==> src/rtl/rr_arbiter_4_if.sv <==
// Request/grant bundle between a set of four requesters and the round-robin arbiter.
// master = requester side (drives req), slave = arbiter side (drives the grant outputs).
interface rr_arbiter_4_if;
    logic [3:0] req;
    logic [3:0] gnt;
    logic [1:0] gnt_idx;
    logic       gnt_valid;
    logic       gnt_new;

    modport master (
        output req,
        input  gnt,
        input  gnt_idx,
        input  gnt_valid,
        input  gnt_new
    );

    modport slave (
        input  req,
        output gnt,
        output gnt_idx,
        output gnt_valid,
        output gnt_new
    );
endinterface

==> src/rtl/rr_arbiter_4.sv <==
// rr_arbiter_4: four-requester round-robin arbiter with a bounded grant hold.
// The grant is registered; gnt_idx doubles as the downstream mux select.
// Priority rotates only when the holder lets go or is preempted. A holder that
// keeps requesting while others wait is cut off after MAX_HOLD cycles.
// MAX_HOLD = 0 disables the cut-off.
module rr_arbiter_4 #(
    parameter int MAX_HOLD = 8,
    parameter int HOLD_W   = 4
) (
    input  logic          clk,
    input  logic          rst_n,
    rr_arbiter_4_if.slave bus
);
    typedef enum logic {
        IDLE  = 1'b0,
        GRANT = 1'b1
    } state_t;

    // With no hold limit the counter has nothing to compare against, so it parks at all-ones
    localparam logic [HOLD_W-1:0] CNT_CAP    = (MAX_HOLD == 0) ? {HOLD_W{1'b1}} : HOLD_W'(MAX_HOLD);
    localparam logic [HOLD_W-1:0] CNT_ONE    = HOLD_W'(1);
    localparam bit                PREEMPT_EN = (MAX_HOLD != 0);

    state_t            state, state_nxt;
    logic [1:0]        holder, holder_nxt;     // current owner; also the encoded grant index
    logic [1:0]        ptr, ptr_nxt;           // highest-priority requester for the next pick
    logic [HOLD_W-1:0] hold_cnt, hold_cnt_nxt; // cycles the current owner has held the grant
    logic [3:0]        gnt_q, gnt_nxt;
    logic              gnt_new_q, gnt_new_nxt;

    logic [3:0]        others;       // requests excluding the current holder
    logic [1:0]        after_h;      // slot just past the holder, wraps 3 -> 0
    logic              holder_req;
    logic              hold_expired;

    // First set bit of r scanning circularly from p: rotate so p lands at bit 0,
    // find the lowest set bit, then add p back (2-bit add wraps mod 4).
    function automatic logic [1:0] rr_pick(input logic [3:0] r, input logic [1:0] p);
        logic [7:0] dbl;
        logic [3:0] rot;
        logic [1:0] off;
        dbl = {r, r};
        rot = 4'(dbl >> p);
        off = 2'd0;
        for (int k = 3; k >= 0; k--) begin
            if (rot[k]) off = 2'(k);
        end
        return p + off;
    endfunction

    // Holder-relative views of the request vector
    always_comb begin
        others       = bus.req & ~(4'b0001 << holder);
        after_h      = holder + 2'd1;
        holder_req   = bus.req[holder];
        hold_expired = PREEMPT_EN && (hold_cnt == CNT_CAP);
    end

    // Next-state, pointer, hold counter and next registered outputs
    always_comb begin
        state_nxt    = state;
        holder_nxt   = holder;
        ptr_nxt      = ptr;
        hold_cnt_nxt = hold_cnt;
        gnt_new_nxt  = 1'b0;

        case (state)
            IDLE: begin
                if (|bus.req) begin
                    state_nxt    = GRANT;
                    holder_nxt   = rr_pick(bus.req, ptr);
                    hold_cnt_nxt = CNT_ONE;
                    gnt_new_nxt  = 1'b1;
                end
            end

            GRANT: begin
                if (!holder_req) begin
                    // Release: rotate past the holder and hand over on the same edge
                    ptr_nxt = after_h;
                    if (|bus.req) begin
                        holder_nxt   = rr_pick(bus.req, after_h);
                        hold_cnt_nxt = CNT_ONE;
                        gnt_new_nxt  = 1'b1;
                    end else begin
                        state_nxt    = IDLE;
                        holder_nxt   = 2'd0;
                        hold_cnt_nxt = '0;
                    end
                end else if (hold_expired && (|others)) begin
                    // Preempt: holder used its full slot and someone else is waiting
                    ptr_nxt      = after_h;
                    holder_nxt   = rr_pick(others, after_h);
                    hold_cnt_nxt = CNT_ONE;
                    gnt_new_nxt  = 1'b1;
                end else if (hold_cnt != CNT_CAP) begin
                    hold_cnt_nxt = hold_cnt + CNT_ONE;
                end
            end

            default: begin
                state_nxt    = IDLE;
                holder_nxt   = 2'd0;
                hold_cnt_nxt = '0;
            end
        endcase

        gnt_nxt = (state_nxt == GRANT) ? (4'b0001 << holder_nxt) : 4'b0000;
    end

    // State and registered outputs; reset drops any grant immediately
    always_ff @(posedge clk or negedge rst_n) begin
        if (!rst_n) begin
            state     <= IDLE;
            holder    <= 2'd0;
            ptr       <= 2'd0;
            hold_cnt  <= '0;
            gnt_q     <= 4'b0000;
            gnt_new_q <= 1'b0;
        end else begin
            state     <= state_nxt;
            holder    <= holder_nxt;
            ptr       <= ptr_nxt;
            hold_cnt  <= hold_cnt_nxt;
            gnt_q     <= gnt_nxt;
            gnt_new_q <= gnt_new_nxt;
        end
    end

    assign bus.gnt       = gnt_q;
    assign bus.gnt_idx   = holder;
    assign bus.gnt_valid = (state == GRANT);
    assign bus.gnt_new   = gnt_new_q;

    // Grant stays one-hot or empty and always agrees with the encoded index
    a_onehot: assert property (@(posedge clk) disable iff (!rst_n) $onehot0(gnt_q));
    a_idx:    assert property (@(posedge clk) disable iff (!rst_n)
                               gnt_q == ((state == GRANT) ? (4'b0001 << holder) : 4'b0000));
endmodule

==> src/flat_wrapper.sv <==
// flat-port wrapper written by rule: the top's interface ports become plain ports
module rr_arbiter_4_flat 
#(
    parameter int MAX_HOLD = 8,
    parameter int HOLD_W   = 4
)
  (clk, rst_n, bus_req, bus_gnt, bus_gnt_idx, bus_gnt_valid, bus_gnt_new);
  rr_arbiter_4_if bus_i ();
  input  logic clk;
  input  logic rst_n;
  input wire logic [$bits(bus_i.req)-1:0] bus_req;
  output wire logic [$bits(bus_i.gnt)-1:0] bus_gnt;
  output wire logic [$bits(bus_i.gnt_idx)-1:0] bus_gnt_idx;
  output wire logic [$bits(bus_i.gnt_valid)-1:0] bus_gnt_valid;
  output wire logic [$bits(bus_i.gnt_new)-1:0] bus_gnt_new;
  assign bus_i.req = bus_req;
  assign bus_gnt = bus_i.gnt;
  assign bus_gnt_idx = bus_i.gnt_idx;
  assign bus_gnt_valid = bus_i.gnt_valid;
  assign bus_gnt_new = bus_i.gnt_new;
  rr_arbiter_4 #(.MAX_HOLD(MAX_HOLD), .HOLD_W(HOLD_W)) u_core (.clk(clk), .rst_n(rst_n), .bus(bus_i));
endmodule
==> config.mk <==
export PLATFORM = sky130hd
export DESIGN_NAME = rr_arbiter_4_flat
export DESIGN_NICKNAME = d
export VERILOG_FILES = /design/src/rtl/rr_arbiter_4_if.sv /design/src/rtl/rr_arbiter_4.sv /design/src/flat_wrapper.sv
export SDC_FILE = /design/constraint.sdc
export NUM_CORES = 1
export LEC_CHECK = 0
export ABC_AREA = 1
export BUFFER_PORTS_ARGS = -buffer_cell sky130_fd_sc_hd__buf_2
export CAP_MARGIN = 40
export CORE_UTILIZATION = 40
export CTS_BUF_LIST = sky130_fd_sc_hd__clkbuf_8
export DETAILED_ROUTE_END_ITERATION = 6
export GPL_TIMING_DRIVEN = 0
export PLACE_DENSITY = 0.7
export RECOVER_POWER = 100
export SLEW_MARGIN = 10
export SYNTH_ARGS = -nofsm -noshare
export SYNTH_HDL_FRONTEND = slang
export SYNTH_SLANG_ARGS = --single-unit
==> constraint.sdc <==
create_clock -name clk -period 5.8 [get_ports clk]
set_clock_uncertainty 0.15 [all_clocks]
set_input_delay 0.29 -clock clk [delete_from_list [all_inputs] [get_ports clk]]
set_output_delay 0.29 -clock clk [all_outputs]
set_load 0.1 [all_outputs]
==> Word-level counts from Yosys, hierarchy flattened <==
Index checks and enable logic that the tools add are counted.
{ "totals": {"output_inout_bits": 8, "wordCells": 72, "regBits": 14, "inputBits": 6} }
{ "classes": {"n_lt_le_gt_ge": 1, "n_reduce_logical": 5, "eq_ne": 5, "bitwise": 3, "muxes": 42, "n_shift": 5, "add_sub_neg": 5} }
{ "op_table": {"columns": ["op", "count"], "rows": [
  ["$mux W2", 26],
  ["$shr A8 B2 Y4", 3],
  ["$mux W4", 5],
  ["$ne A4 B4 Y1 const B", 2],
  ["$pmux W4 S2", 1],
  ["$reduce_or A4 Y1", 2],
  ["$shl A1 B2 Y4 const A", 2],
  ["$add A2 B2 Y2", 3],
  ["$mux W1", 6],
  ["$add A4 B1 Y4 const B", 1],
  ["$and A4 B4 Y4", 1],
  ["$eq A4 B4 Y1 const B", 1],
  ["$not A4 Y4", 1],
  ["$pmux W1 S2", 2],
  ["$pmux W2 S2", 1],
  ["$reduce_and A2 Y1", 2],
  ["$lt A2 B3 Y1 const B", 1],
  ["$add A2 B1 Y2 const B", 1],
  ["$bmux W1 S2", 1],
  ["$ne A2 B1 Y1 const B", 1],
  ["$ne A2 B2 Y1 const B", 1],
  ["$logic_and A1 B1 Y1", 1],
  ["$not A1 Y1", 1]
]} }

==> Depth between registers and ports, before layout <==
Gate-level depths: netlist of run 1.
{ "depth": {"depth_word": 17, "ltp_mapped": 18, "mapped_depth_nobuf": 16} }

==> Worst setup path before layout of run 1 <==
OpenSTA, ideal clock, no wires.
{ "synth_timing": {"kind": "register to register", "startpoint": "register u_core.holder[0], in the netlist u_core.bus.gnt_idx[0]", "endpoint": "register u_core.gnt_q[1], in the netlist u_core.bus.gnt[1]", "required_ps": 5525, "setup_slack_ps": 2594, "period_less_slack_ps": 3206, "stages_incl_launch_ff": 19, "arrival_ps": 2931, "setup_ps": 125, "n_path_buf": 2, "path_cell_list": "dfrtp_1 > buf_6 > inv_6 > ha_1 > buf_6 > inv_2 > nand3_1 > nand2_1 > nand2_1 > a21oi_1 > ha_1 > xnor2_1 > nand3_1 > nand2_1 > nor2_1 > nor2_2 > nand3_2 > nand2_2 > nor2_1"} }
{ "synth_between": {"word_cells_on_any_way": 35, "classes_between": "3 x add/sub; 4 x shift; 24 x mux; 2 x bitwise; 2 x reduce/logical"} }
{ "synth_lines": {"columns": ["element", "line", "source"], "rows": [
  ["start, declared", "rr_arbiter_4.sv:25", "logic [1:0] holder, holder_nxt;"],
  ["start signal, assigned", "rr_arbiter_4.sv:122", "holder <= holder_nxt;"],
  ["$add A2 B1 Y2 (*)", "rr_arbiter_4.sv:54", "after_h = holder + 2'd1;"],
  ["named net u_core.after_h[0]", "rr_arbiter_4.sv:32", "logic [1:0] after_h;"],
  ["$shr A8 B2 Y4", "rr_arbiter_4.sv:43", "rot = 4'(dbl >> p);"],
  ["$mux W2 (4 in series)", "rr_arbiter_4.sv:46", "if (rot[k]) off = 2'(k);"],
  ["$mux W2, on equally long branches", "rr_arbiter_4.sv:81, rr_arbiter_4.sv:90", null],
  ["$mux W2", "rr_arbiter_4.sv:78", "if (!holder_req) begin"],
  ["$mux W2", "rr_arbiter_4.sv:67", "case (state)"],
  ["$add A2 B2 Y2", "rr_arbiter_4.sv:48", "return p + off;"],
  ["$mux W2, on equally long branches", "rr_arbiter_4.sv:81, rr_arbiter_4.sv:90", null],
  ["$mux W2 (*)", "rr_arbiter_4.sv:78", null],
  ["$pmux W2 S2 (*)", "rr_arbiter_4.sv:67", null],
  ["named net u_core.holder_nxt[1]", "rr_arbiter_4.sv:25", null],
  ["$shl A1 B2 Y4 (*)", "rr_arbiter_4.sv:108", "gnt_nxt = (state_nxt == GRANT) ? (4'b0001 << holder_nxt) : 4'b0000;"],
  ["$mux W4 (*)", "rr_arbiter_4.sv:108", null],
  ["named net u_core.gnt_nxt[1]", "rr_arbiter_4.sv:28", "logic [3:0] gnt_q, gnt_nxt;"],
  ["end signal, assigned", "rr_arbiter_4.sv:125", "gnt_q <= gnt_nxt;"],
  ["end, declared", "rr_arbiter_4.sv:28", null]
]} }
Mark *: on every way through the listed nets, which the timed path passes. The rest lies on a longest branch. The select of a mux whose other input is x is not followed.
A chain may end at the register's enable or synchronous reset.

==> Final worst setup path of run 1 <==
{ "layout_timing": {"startpoint": "register u_core.holder[0], in the netlist u_core.bus.gnt_idx[0]", "endpoint": "register u_core.gnt_q[0], in the netlist u_core.bus.gnt[0]"} }
{ "layout_between": {"word_cells_on_any_way": 35, "classes_between": "3 x add/sub; 4 x shift; 24 x mux; 2 x bitwise; 2 x reduce/logical"} }
{ "layout_lines": {"columns": ["element", "line"], "rows": [
  ["$add A2 B1 Y2 (*)", "rr_arbiter_4.sv:54"],
  ["named net u_core.after_h[0]", "rr_arbiter_4.sv:32"],
  ["$shr A8 B2 Y4", "rr_arbiter_4.sv:43"],
  ["$mux W2 (4 in series)", "rr_arbiter_4.sv:46"],
  ["$mux W2, on equally long branches", "rr_arbiter_4.sv:81, rr_arbiter_4.sv:90"],
  ["$mux W2", "rr_arbiter_4.sv:78"],
  ["$mux W2", "rr_arbiter_4.sv:67"],
  ["$add A2 B2 Y2", "rr_arbiter_4.sv:48"],
  ["$mux W2, on equally long branches", "rr_arbiter_4.sv:81, rr_arbiter_4.sv:90"],
  ["$mux W2 (*)", "rr_arbiter_4.sv:78"],
  ["$pmux W2 S2 (*)", "rr_arbiter_4.sv:67"],
  ["$shl A1 B2 Y4 (*)", "rr_arbiter_4.sv:108"],
  ["$mux W4 (*)", "rr_arbiter_4.sv:108"],
  ["named net u_core.gnt_nxt[0]", "rr_arbiter_4.sv:28"]
]} }
Marked as above.

==> results by group, run 1 <==
Worst hold path
  • Worst Hold Class: reg -> reg
  • Hold-critical path depth: 3
  • Hold Startpoint: u_core.hold_cnt[2]

Critical path
  • Top delay family on crit path: buffers and inverters
  • Crit. Startpoint: u_core.bus.gnt_idx[0]
  • Worst setup EP type: flop
  • Critical Path Stages: 15
  • CP cell instances: clkbuf_1 > clkinvlp_2 > ha_1 > buf_6 > inv_1 > nand3_1 > nand2_1 > nand3_1 > a21oi_1 > ha_1 > nor3_1 > o21ai_0 > o21ai_0 > nand2_1 > nor2_1
  • R2r startpoint: u_core.bus.gnt_idx[0]
  • Critical path required time: 5.82 ns
  • Worst Setup Path Type: reg -> reg
  • Crit Path Max Fanout: 11
  • CP arrival: 3.97 ns
  • Startpoint Class: flop
  • Critical Path Max Stage Delay: 0.60 ns
  • Worst Reg-to-Reg Cells: 15
  • Buf/Inv on CP: 4
  • CP max-delay cell: clkinvlp_2

Routing
  • Routed len/inst: 11.0 um
  • # DRC: 0
  • DR vias: 1282
  • DR pass1 iterations: 4
  • Vias/cell: 5.03
  • ANT nets after route: 0
  • DRT Wirelength: 2810 um
  • Initial DRC count: 39

Logic synthesis
  • Largest area contributor in the netlist: dfrtp_1
  • Yosys reg bits: 14
  • Area of the mapped netlist: 1310 sq um
  • Post-synth cell types: 26
  • Yosys top cell area share: 26.7%
  • Top post-synthesis cells by area: dfrtp_1 27%, nand3_1 14%, nand2_1 13%, ha_1 8.6%, inv_1 6.9%
  • Mapped Cells: 193
  • Syn Nets: 208
  • Register area share after synthesis: 26.7%
  • Synthesized area per cell: 6.81 sq um
  • Warnings from Yosys: 0

Global route
  • Gr usage total: 18.0%
  • Congestion Overflow GR: 0
  • Vias in the first global route: 1103
  • Largest net degree at the start of global routing: 15
  • First-pass GRT wire length: 4900 um
  • Initial antenna violation count: 0

Timing
  • Peak Freq: 0.253 GHz
  • Final setup violation count: 0
  • Slew Limit Fails: 0
  • Worst-margin pin slew: 1.16 ns
  • Max-slew headroom: 23.0%
  • Final Hold Vio Count: 0
  • Crit share post-route: 68.2%
  • RSZ-0062 raised after global routing: no
  • Crit path time final: 3.95 ns
  • Fin Setup TNS: 0 ns

Floorplanning
  • Initial Utilization: 42.7%
  • Chip Width: 59.3 um
  • Site Rows: 20
  • Core area: 3080 sq um
  • Die Height: 59.3 um
  • Top-Level Pins: 14
  • Full die area: 3520 sq um

Placement
  • Routability congestion estimate from global placement: 0.755
  • Buffers added on ports: 13
  • Post-Place Cells: 250
  • Hpwl dp: 2170 um

Finish
  • Layout cell share with drive strength beyond 1: 14.7%
  • Ant diodes: 0
  • Reg area: 350 sq um
  • Area Overhead vs Synth: 11.5%
  • Final core occ: 47.6%
  • Cell Count, Final, Fillers Out: 255
  • Final nets: 227
  • Filler cell count: 321
  • Area of the multi-input gates: 816 sq um

CTS
  • CTS sink count: 14
  • CTS tree: yes
  • Setup Fix Bufs, Post-CTS: 0
  • Worst-Skew Late Latency: 0.24 ns
  • Root Driver: clkbuf_8
  • Htree depth: 1
  • Clock Pin Slew Worst Setup and Hold Paths: 0.06 ns
  • CTS buffer count: 3
  • Max Buffers Root-to-Sink: 2

Outcome
  • Status: complete, no violations

Job
  • Max Cap Viol: 0
## routing by layer
| layer | wire [um] | part of all wire, % | GRT usage, % |
|---|---|---|---|
| met1 | 1350 | 48 | 24.2 |
| met4 | 0 | 0 | 2.04 |
| met2 | 1380 | 49 | 30.5 |
| met5 | 0 | 0 | 0 |
| met3 | 83 | 3.0 | 3.93 |
## sequential cells by signal, summed over array words and instances (netlist names)
name	flops
u_core.bus.gnt_valid	1
u_core.bus.gnt_idx	2
u_core.bus.gnt	4
u_core.ptr	2
u_core.hold_cnt	4
u_core.bus.gnt_new	1
## metrics by stage
stage	hold WS [ns]	cell area, sq um	setup slack (ns)
after global routing	0.461	1470	1.42
after CTS	0.323	1500	2.90
after floorplan	-0.156	1310	2.59
final	0.437	1470	1.85
after detailed placement	0.0479	1430	2.96
after global placement	0.0478	1430	2.93
## worst register-to-register path: cells and delay by family (launching register included)
kind | cells | cell delay [ns]
buffers and inverters | 4 | 1.36
and+or+nand+nor | 6 | 0.84
DFF | 1 | 0.40
adders and majority gates | 2 | 0.73
AOI/OAI and AO/OA | 3 | 0.38
## cell families (layout without fill, tap and decap cells)
kind of cell    Yosys count  in the layout  share of synthesized area, %
simple gates            114            114                          42.5
buf+inv                  30             48                          10.4
compound gates           25             25                          11.2
flops                    14             14                          26.7
fa+ha+maj                 9              9                          8.57
xor+xnor                  1              1                         0.667
## what timing repair did
action / in CTS / in global routing
hold endpoints to repair: 14 / 0
resized for setup: 0 / 0
hold buffers: 1 / 0
## path summary, 6_finish.rpt
path	to	slack, ns
worst max-delay path	u_core.bus.gnt[0]	1.85
worst min-delay path	u_core.hold_cnt[2]	0.44
worst max register to register	u_core.bus.gnt[0]	1.85
worst min register to register	u_core.hold_cnt[2]	0.44
max in group asynchronous	u_core.bus.gnt[0]	4.54
min in group asynchronous	u_core.hold_cnt[2]	0.49
## synth_stat cells
cell type / number
ha_1: 9
and2_1: 1
nand3_2: 4
nor3_1: 3
inv_1: 24
a21oi_1: 5
o21ai_1: 5
a22oi_1: 1
buf_6: 2
nand2_4: 1
nand2_2: 11
nand2_1: 44
inv_2: 2
o21ai_0: 8
nor2_2: 1
o211ai_1: 2
xnor2_1: 1
o21ai_2: 4
nand3_1: 36
inv_6: 1
nand4_1: 2
buf_4: 1
nor2_1: 8
nand3b_1: 2
dfrtp_1: 14
nor3b_1: 1
## cell type report
class | instances | area share [%]
buffer | 3 | 1.54
clock buffer | 4 | 3.76
inverter | 27 | 7.00
multi-input combinational | 149 | 55.7
sequential | 14 | 23.9
tap | 44 | 3.76
timing repair buffer | 14 | 4.36
## cells in the final DEF, fill, tap and decap left out, types with 5 or more instances in the layout
master	n
nand2_1	45
nand3_1	36
inv_1	25
dfrtp_1	14
nand2_2	11
o21ai_0	11
clkbuf_1	10
ha_1	9
nor2_1	8
a21oi_1	5
Power of run 1 is left out: the tool's default activity adds up to more than one toggle a clock period on the data nets, which glitch-free logic cannot reach.
==> run 2, diff against run 1 <==
--- a/config.mk
+++ b/config.mk
@@ -12,7 +12,7 @@
 export CTS_BUF_LIST = sky130_fd_sc_hd__clkbuf_8
 export DETAILED_ROUTE_END_ITERATION = 6
 export GPL_TIMING_DRIVEN = 0
-export PLACE_DENSITY = 0.7
+export PLACE_DENSITY = 0.72
 export RECOVER_POWER = 100
 export SLEW_MARGIN = 10
 export SYNTH_ARGS = -nofsm -noshare
==> constraint.sdc (replaced) <==
create_clock -name clk -period 3.5 [get_ports clk]
set_clock_uncertainty 0.15 [all_clocks]
set_input_delay 0.175 -clock clk [delete_from_list [all_inputs] [get_ports clk]]
set_output_delay 0.175 -clock clk [all_outputs]
set_load 0.1 [all_outputs]
==> run 2 against run 1 <==
Critical path depth did not move. Global-route usage fell by 0.10 points. Die area is the same. Largest cell class unchanged. Highest routed layer unchanged.
==> results by group, run 2 (same netlist as run 1, synthesis figures left out) <==
Placement
  • Buffers added on ports: 13 (unchanged)
  • Placed cell area: 1430 sq um (unchanged)
  • Hpwl dp: 2230 um (+2.5%)
  • Post-Place Setup Slack: 0.648 ns (-2.31 ns)
  • Routability congestion estimate from global placement: 0.813 (+7.8%)

Critical path
  • Worst setup EP type: flop
  • Worst Setup Path Type: reg -> reg
  • CP arrival: 3.03 ns (-0.94 ns)
  • Critical path required time: 3.52 ns (-2.30 ns)
  • Crit Path Max Fanout: 11 (unchanged)
  • Startpoint Class: flop

CTS
  • Htree depth: 1 (unchanged)
  • CTS sink count: 14 (unchanged)
  • Worst-Skew Late Latency: 0.24 ns (about the same)
  • CTS buffer count: 3 (unchanged)
  • Max Buffers Root-to-Sink: 2 (unchanged)
  • Root Driver: clkbuf_8
  • Clock Pin Slew Worst Setup and Hold Paths: 0.06 ns (about the same)
  • CTS tree: yes

Floorplanning
  • Die Height: 59.3 um (unchanged)
  • Full die area: 3520 sq um (unchanged)
  • Top-Level Pins: 14 (unchanged)
  • Initial Utilization: 42.7% (unchanged)
  • Core area: 3080 sq um (unchanged)
  • Site Rows: 20 (unchanged)
  • Chip Width: 59.3 um (unchanged)

Routing
  • Initial DRC count: 27 (-31%)
  • DR pass1 iterations: 4 (unchanged)
  • DRT Wirelength: 2790 um (-0.68%)
  • DR vias: 1295 (+1.0%)
  • # DRC: 0 (unchanged)
  • Routed len/inst: 10.9 um (-0.68%)
  • Vias/cell: 5.08 (+1.0%)
  • ANT nets after route: 0 (unchanged)

Timing
  • Slew Limit Fails: 0 (unchanged)
  • Final Hold Vio Count: 0 (unchanged)
  • Crit path time final: 3.01 ns (-0.949 ns)
  • Final setup violation count: 0 (unchanged)
  • Worst setup margin: 0.495 ns (-1.35 ns)
  • Max-slew headroom: 22.4% (-0.54 points)
  • Peak Freq: 0.333 GHz (+32%)
  • Final Hold Slack: 0.348 ns (-0.0892 ns)
  • RSZ-0062 raised after global routing: no
  • Worst-margin pin slew: 1.17 ns (+0.00807 ns)
  • Fin Setup TNS: 0 ns (unchanged)
  • Crit share post-route: 85.9% (+18 points)

Finish
  • Ant diodes: 0 (unchanged)
  • Commonest non-fill, non-tap cell in the layout: nand2_1
  • Area Overhead vs Synth: 11.5% (unchanged)
  • Most frequent cells in the layout: 46 x nand2_1, 37 x nand3_1, 25 x inv_1
  • Layout cell share with drive strength beyond 1: 13.7% (-0.95 points)
  • Final Instance Area: 1470 sq um (unchanged)
  • Final nets: 227 (unchanged)

Global route
  • First-pass GRT wire length: 4860 um (-0.86%)
  • Largest net degree at the start of global routing: 15 (unchanged)
  • Met3 Use GR: 3.93% (unchanged)
  • Routing usage on met1: 24.6% (+0.37 points)
  • Met2 usage: 30.2% (-0.32 points)
  • Gr usage total: 17.9% (-0.10 points)
  • Initial antenna violation count: 0 (unchanged)
  • Congestion Overflow GR: 0 (unchanged)
  • Vias in the first global route: 1089 (-1.3%)
  • Top Usage Layer GRT: met2

Job
  • Max Cap Viol: 0 (unchanged)

Outcome
  • Status: complete, no violations

Worst hold path
  • Worst Hold Class: in -> reg
-- run 2: cell types whose count changed in the layout (fill, tap and decap cells not counted), sizes merged --
cell	change
buf	+1
clkinvlp	-1
clkbuf	-1
inv	+1
-- run 2: area by class of cell --
| type | count | area, sq um |
|---|---|---|
| Fill cell | 344 | 1610 |
| Timing Repair Buffer | 14 | 63.8 |
| Tap cell | 44 | 55.1 |
| Inverter | 27 | 106 |
| Multi-Input combinational cell | 149 | 805 |
| Sequential cell | 14 | 350 |
| Buffer | 3 | 30.0 |
| Clock buffer | 4 | 55.1 |
-- run 2: worst max-delay path, cell delays in order (launching register included) --
cell and delay [ns]:
dfrtp_1 0.42, buf_6 0.18, inv_6 0.07, ha_1 0.30
buf_6 0.15, inv_1 0.22, nand3_1 0.11, nand2_1 0.14
nand3_1 0.09, a21oi_1 0.14, ha_1 0.25, nor3_1 0.22
o21ai_1 0.12, o21ai_0 0.11, nand2_1 0.11, a21oi_1 0.13
-- run 2: path summary, 6_finish.rpt --
| path | startpoint | end | slack (ns) | cells past startpoint |
|---|---|---|---|---|
| max | u_core.bus.gnt_idx[0] | u_core.bus.gnt[2] | 0.49 | 15 |
| max reg2reg | u_core.bus.gnt_idx[0] | u_core.bus.gnt[2] | 0.49 | 15 |
| min | bus_req[2] | u_core.bus.gnt_valid | 0.35 | 3 |
| min reg2reg | u_core.hold_cnt[2] | u_core.hold_cnt[2] | 0.43 | 3 |
| min in group asynchronous | rst_n | u_core.bus.gnt[3] | 0.36 | 2 |
| max in group asynchronous | rst_n | u_core.ptr[1] | 2.37 | 2 |
-- run 2: metrics by stage --
stage	util, %	instances
2_1_floorplan	-	193
3_3_place_gp	46.6	250
3_5_place_dp	46.6	250
4_1_cts	48.7	255
5_1_grt	47.6	255
6_report	47.6	255
-- run 2: routing by layer --
metal	routed length (um)	share of wire, %	vias up
li1	-	-	674
met1	1350	49	608
met2	1350	48	13
met3	84	3.0	0
met4	0	0	0
met5	0	0	-
-- run 2: repair_timing --
item	4_1_cts	5_1_grt
setup endpoints to repair	0	0
endpoints found under the hold margin	14	0
resized for setup	0	0
hold buffers	1	0
buffers inserted	0	0
Power of run 2 is left out for the same reason.
